### config.mk
export PLATFORM = sky130hd
export DESIGN_NAME = arty_input_debouncer
export DESIGN_NICKNAME = d
export VERILOG_FILES = /design/src/rtl/arty_io_pkg.sv /design/src/rtl/arty_input_debouncer_ch.sv /design/src/rtl/arty_input_debouncer.sv
export SDC_FILE = /design/constraint.sdc
export NUM_CORES = 1
export LEC_CHECK = 0
export CAP_MARGIN = 20
export CORE_UTILIZATION = 55
export CTS_BUF_LIST = sky130_fd_sc_hd__clkbuf_4
export CTS_CLUSTER_SIZE = 8
export DETAILED_ROUTE_END_ITERATION = 6
export PLACE_DENSITY = 0.76
export SYNTH_ARGS = -nofsm -noshare
export SYNTH_HDL_FRONTEND = slang
export SYNTH_SLANG_ARGS = --single-unit
### constraint.sdc
create_clock -name clk -period 4.2 [get_ports clk]
set_input_delay 1.26 -clock clk [delete_from_list [all_inputs] [get_ports clk]]
set_output_delay 1.26 -clock clk [all_outputs]
set_load 0.02 [all_outputs]
### src/rtl/arty_io_pkg.sv
// Shared constants for the Arty board top: debouncer defaults and GPIO bit map.
package arty_io_pkg;

  localparam int unsigned DB_TICK_DIV     = 50000;
  localparam int unsigned DB_STABLE_TICKS = 10;

  localparam int unsigned N_BTN  = 4;
  localparam int unsigned N_SW   = 4;
  localparam int unsigned N_LED  = 4;
  localparam int unsigned N_RGB  = 12;
  localparam int unsigned N_CKIO = 8;

  // GPIO input bits: buttons first, then switches
  localparam int unsigned GPIO_BTN_LSB  = 0;
  localparam int unsigned GPIO_SW_LSB   = GPIO_BTN_LSB + N_BTN;
  // GPIO output bits
  localparam int unsigned GPIO_LED_LSB  = 0;
  localparam int unsigned GPIO_RGB_LSB  = GPIO_LED_LSB + N_LED;
  localparam int unsigned GPIO_CKIO_LSB = GPIO_RGB_LSB + N_RGB;

endpackage

### src/rtl/arty_input_debouncer_ch.sv
// One debounce channel: 2-flop synchroniser, tick-driven stability counter,
// debounced level and single-cycle edge pulses.
module debounce_ch #(
  parameter int unsigned STABLE_TICKS = 10,
  parameter logic        RESET_VAL    = 1'b0
) (
  input  logic clk,
  input  logic rst,
  input  logic tick_i,
  input  logic raw_i,
  output logic db_o,
  output logic rise_o,
  output logic fall_o
);

  localparam int unsigned CW = $clog2(STABLE_TICKS + 1);

  logic          s0_q, s1_q;
  logic [CW-1:0] cnt_q, cnt_d;
  logic          db_q, db_d;
  logic          rise_q, rise_d;
  logic          fall_q, fall_d;

  always_ff @(posedge clk or posedge rst) begin
    if (rst) begin
      s0_q   <= RESET_VAL;
      s1_q   <= RESET_VAL;
      cnt_q  <= '0;
      db_q   <= RESET_VAL;
      rise_q <= 1'b0;
      fall_q <= 1'b0;
    end else begin
      s0_q   <= raw_i;
      s1_q   <= s0_q;
      cnt_q  <= cnt_d;
      db_q   <= db_d;
      rise_q <= rise_d;
      fall_q <= fall_d;
    end
  end

  // Any return of s1 to the accepted level discards progress toward a change
  always_comb begin
    cnt_d  = cnt_q;
    db_d   = db_q;
    rise_d = 1'b0;
    fall_d = 1'b0;
    if (s1_q == db_q) begin
      cnt_d = '0;
    end else if (tick_i) begin
      if (cnt_q == CW'(STABLE_TICKS - 1)) begin
        db_d   = s1_q;
        cnt_d  = '0;
        rise_d = s1_q;
        fall_d = ~s1_q;
      end else begin
        cnt_d = cnt_q + CW'(1);
      end
    end
  end

  assign db_o   = db_q;
  assign rise_o = rise_q;
  assign fall_o = fall_q;

endmodule

### src/rtl/arty_input_debouncer.sv
// Debounces N_CH board inputs (buttons then switches) for the SoC GPIO inputs,
// sharing one free-running prescaler tick across all channels.
module arty_input_debouncer
  import arty_io_pkg::*;
#(
  parameter int unsigned N_CH         = N_BTN + N_SW,
  parameter int unsigned TICK_DIV     = DB_TICK_DIV,
  parameter int unsigned STABLE_TICKS = DB_STABLE_TICKS,
  parameter logic        RESET_VAL    = 1'b0
) (
  input  logic            clk,
  input  logic            rst,
  input  logic [N_CH-1:0] raw_i,
  output logic [N_CH-1:0] db_o,
  output logic [N_CH-1:0] rise_o,
  output logic [N_CH-1:0] fall_o,
  output logic            tick_o
);

  localparam int unsigned PW = $clog2(TICK_DIV);

  logic [PW-1:0] pre_cnt_q, pre_cnt_d;
  logic          tick_q, tick_d;

  always_ff @(posedge clk or posedge rst) begin
    if (rst) begin
      pre_cnt_q <= '0;
      tick_q    <= 1'b0;
    end else begin
      pre_cnt_q <= pre_cnt_d;
      tick_q    <= tick_d;
    end
  end

  // tick_q is a registered copy of (pre_cnt_q == TICK_DIV-1)
  always_comb begin
    pre_cnt_d = pre_cnt_q + PW'(1);
    if (pre_cnt_q == PW'(TICK_DIV - 1)) begin
      pre_cnt_d = '0;
    end
    tick_d = (pre_cnt_d == PW'(TICK_DIV - 1));
  end

  assign tick_o = tick_q;

  for (genvar i = 0; i < N_CH; i++) begin : g_ch
    debounce_ch #(
      .STABLE_TICKS (STABLE_TICKS),
      .RESET_VAL    (RESET_VAL)
    ) u_ch (
      .clk    (clk),
      .rst    (rst),
      .tick_i (tick_q),
      .raw_i  (raw_i[i]),
      .db_o   (db_o[i]),
      .rise_o (rise_o[i]),
      .fall_o (fall_o[i])
    );
  end

endmodule
==> metrics.md <==
| Metric | Value |
|---|---|
| Status | finished clean |
| Initial core utilization | 56.63% |
| Die width | 88.42 um |
| Largest family of logic cells by synthesized area | simple AND/OR/NAND/NOR gates |
| Fill cells | 586 |
| FMAX | roughly 0.36 GHz |
| Mux cell area share after synthesis | 2.193% |
| Top_reg_cell synth | dfrtp_1 |
| Largest net degree at the start of global routing | 51 |
| Clock tree buffer depth | 2 |
| Commonest non-fill, non-tap cell in the layout | dfrtp_1 |
| Multi-input gate area | 1637 um2 |
| GRT overflow | 0 |
| Startpoint types | register |
| Worst-path maximum fanout | 5 |
| Worst-Margin Slew | 858.4 ps |
| Post-synthesis compound-gate area fraction | 7.645% |
| Routed WL per cell | roughly 14 um |
| Post-Synth Adder-Cell Area | 5.178% |
| Antenna Cells | 0 |
| Hold EP | g_ch[6].u_ch.s1_q |
| Pleak | 1.994 nW |
| CP top delay family | buffers and inverters |
| Initial antenna violation count | 0 |
| Setup TNS Final | 0 ps |
| Syn Nets | 404 |
| Synth Cell Area | 4108 um2 |
| Synth cell types | 38 |
| Number of routed nets with antenna violations | 0 |
| I/O pins | 35 |
| Power Density | approximately 320 nW/um2 |
| Maximum VDD drop | roughly 0.00018 V |
| Hold path cells | 0 |
| Starting DRT DRC Count | 125 |
| Post-Syn Instances | 377 |
| Avg Synthesized Cell Area | around 11 um2 |
| Pwr Total | 0.001455 W |
| Drc violations | 0 |
| Worst r2r dst | tick_o |
| R2R depth | 6 |
| Final setup viols | 0 |
| Post-CTS Hold Fix Bufs | 0 |
| CTS Buf Count | 9 |
| DRT Wirelength | 6958 um |
| H-tree levels | 3 |
| Placer Congestion | between 0.7 and 0.8 |
| Vias per cell | 5.411 |
| Max_slew headroom | 42.71% |
| Hold Violations, Final | 0 |
| CP bufs+invs | 1 |
| Worst-path clk slew | 120 ps |
| Layout cells sized above 1 | 8.000% |
| Register area | 2227 um2 |
| Post-synth EDFFs | 0 |
| Crit path DAT | 1480 ps |
| Slew Viols, Final | 0 |
| Synth top area share | 54.22% |
| Critical path's largest stage delay | 630 ps |
| CP max-delay cell | clkdlybuf4s50_1 |
| RSZ-0062 raised after global routing | false |
| Hold Startpoint | g_ch[6].u_ch.s0_q |
| CTS tree | yes |
| Top post-synthesis cells by area | dfrtp_1 54%, ha_1 5.2%, o21ai_0 4.5%, buf_4 4.4%, nand2_1 3.3% |
| Max-cap violations | 0 |
| Reg2reg setup slack | roughly 2100 ps |
| Cts repair resizes | 0 |
| Vias in the first global route | roughly 2,700 |
| Hold_ws | 360.0 ps |
| Setup crit end kind | primary output |
| Height of the die | between 80 and 90 um |
| Worst clock skew | 11.58 ps |
| Post-synth top area cell | dfrtp_1 |
| Buffers added on ports | 34 |
| Floorplan row count | 31 |
| Post-CTS Setup Inserts | 0 |
| Clk_lat worst skew | about 410 ps |
| Layout area overhead | 11.48% |
| CTS Sinks | 89 |
| DRT Pass-1 Iters | 4 |
| Hold WC Path Type | reg -> reg |
| Yosys reg bits | roughly 90 |
| Post-synthesis sequential area ratio | 54.22% |
| Nets | ~430 |
| RR Startpoint | pre_cnt_q[0] |
| Most frequent cells in the layout | 89 x dfrtp_1, 37 x o21ai_0, 36 x nand2_1, 34 x clkdlybuf4s50_1, 23 x nor2_1 |
| Core area | 7253 um2 |
| Vias | around 2,700 |
| Crit path required time | 2940 ps |
| Global-route wire length before repair | 11,860 um |
| Worst-path cell chain | clkdlybuf4s50_1 |
| Clock root cell | clkbuf_4 |
| GRT Util Overall | 20.04% |
| Final min period | 2744 ps |
| Setup CP Type | reg -> out |
| Total Die Area | between 7000 and 8000 um2 |
| DP Wirelength | around 5000 um |
| Asr flop ratio synth | 100.0% |
| Yosys warnings | 0 |
| Synth Area in XOR/XNOR | 5.544% |
| Simple-gate share of the synthesized area | 19.28% |
| Fin crit share | 65.34% |
-- metrics by stage --
| step | instances | utilization (%) | worst slack, ps | area (um2) |
|---|---|---|---|---|
| 2_1_floorplan | 377 | - | 633.1 | 4108 |
| 3_3_place_gp | 486 | 60.89 | 1717 | 4417 |
| 3_5_place_dp | 486 | 60.89 | 1692 | 4417 |
| 4_1_cts | 499 | 63.14 | 1406 | 4579 |
| 5_1_grt | 499 | 63.14 | 1365 | 4579 |
| 6_report | 499 | 63.14 | 1456 | 4579 |
-- synth_stat cells (4+ instances only) --
cell / count
a21oi_1: 6
and2_1: 4
buf_4: 24
dfrtp_1: 89
ha_1: 17
inv_1: 14
mux2_2: 8
nand2_1: 36
nand2b_1: 5
nand3_1: 12
nand4_1: 9
nor2_1: 23
nor2b_1: 5
nor3_1: 7
nor3b_1: 18
o21ai_0: 37
or3_1: 5
xnor2_1: 11
xor2_1: 15
-- logic make-up (layout without fill, tap and decap cells) --
family / Yosys count / after routing
and+or+nand+nor: 141 / 141
AOI/OAI and AO/OA: 55 / 55
xor gates and xnor gates: 26 / 26
muxes: 8 / 8
adders and majority gates: 17 / 17
DFF: 89 / 89
buffers and inverters: 41 / 64
-- per-layer routing --
| metal | global-route usage [%] | up-vias | share of wire (%) |
|---|---|---|---|
| li1 | - | 1322 | - |
| met1 | 25.50 | 1314 | 44 |
| met2 | 33.99 | 59 | 50 |
| met3 | 4.851 | 5 | 4.6 |
| met4 | 6.305 | 0 | 1.1 |
| met5 | 0 | - | 0 |
-- how the worst max path moves through the flow --
stage	start	end	slack, ps	cells past startpoint
2_1_floorplan	rst	g_ch[0].u_ch.cnt_q[0]	630	1
3_3_place_gp	rst	g_ch[5].u_ch.cnt_q[0]	1720	3
3_5_place_dp	rst	tick_o	1690	3
4_1_cts	g_ch[7].u_ch.db_o	db_o[7]	1410	1
5_1_grt	g_ch[5].u_ch.db_o	db_o[5]	1360	1
6_report	g_ch[7].u_ch.db_o	db_o[7]	1460	1
-- power breakdown --
group	internal (W)	leakage (nW)	total, W	switching (W)
registers	0.000864	1.19	0.000870	0.00000539
logic	0.0000142	0.714	0.0000376	0.0000235
clock network	0.000291	0.0877	0.000548	0.000256
-- flip-flops by register name, indices dropped and copies added (netlist names) --
name              cells
g_ch.u_ch.rise_o      8
g_ch.u_ch.db_o        8
tick_o                1
g_ch.u_ch.fall_o      8
g_ch.u_ch.cnt_q      32
pre_cnt_q            16
g_ch.u_ch.s1_q        8
g_ch.u_ch.s0_q        8
-- area by class of cell --
type / instances / area share [%]
Sequential cell: 89 / 48.63
Inverter: 14 / 1.175
Timing Repair Buffer: 37 / 8.197
Clock inverter: 4 / 2.077
Multi-Input combinational cell: 247 / 35.74
Tap cell: 99 / 2.705
Clock buffer: 9 / 1.475
No activity file was read; power rests on OpenSTA's default activity.
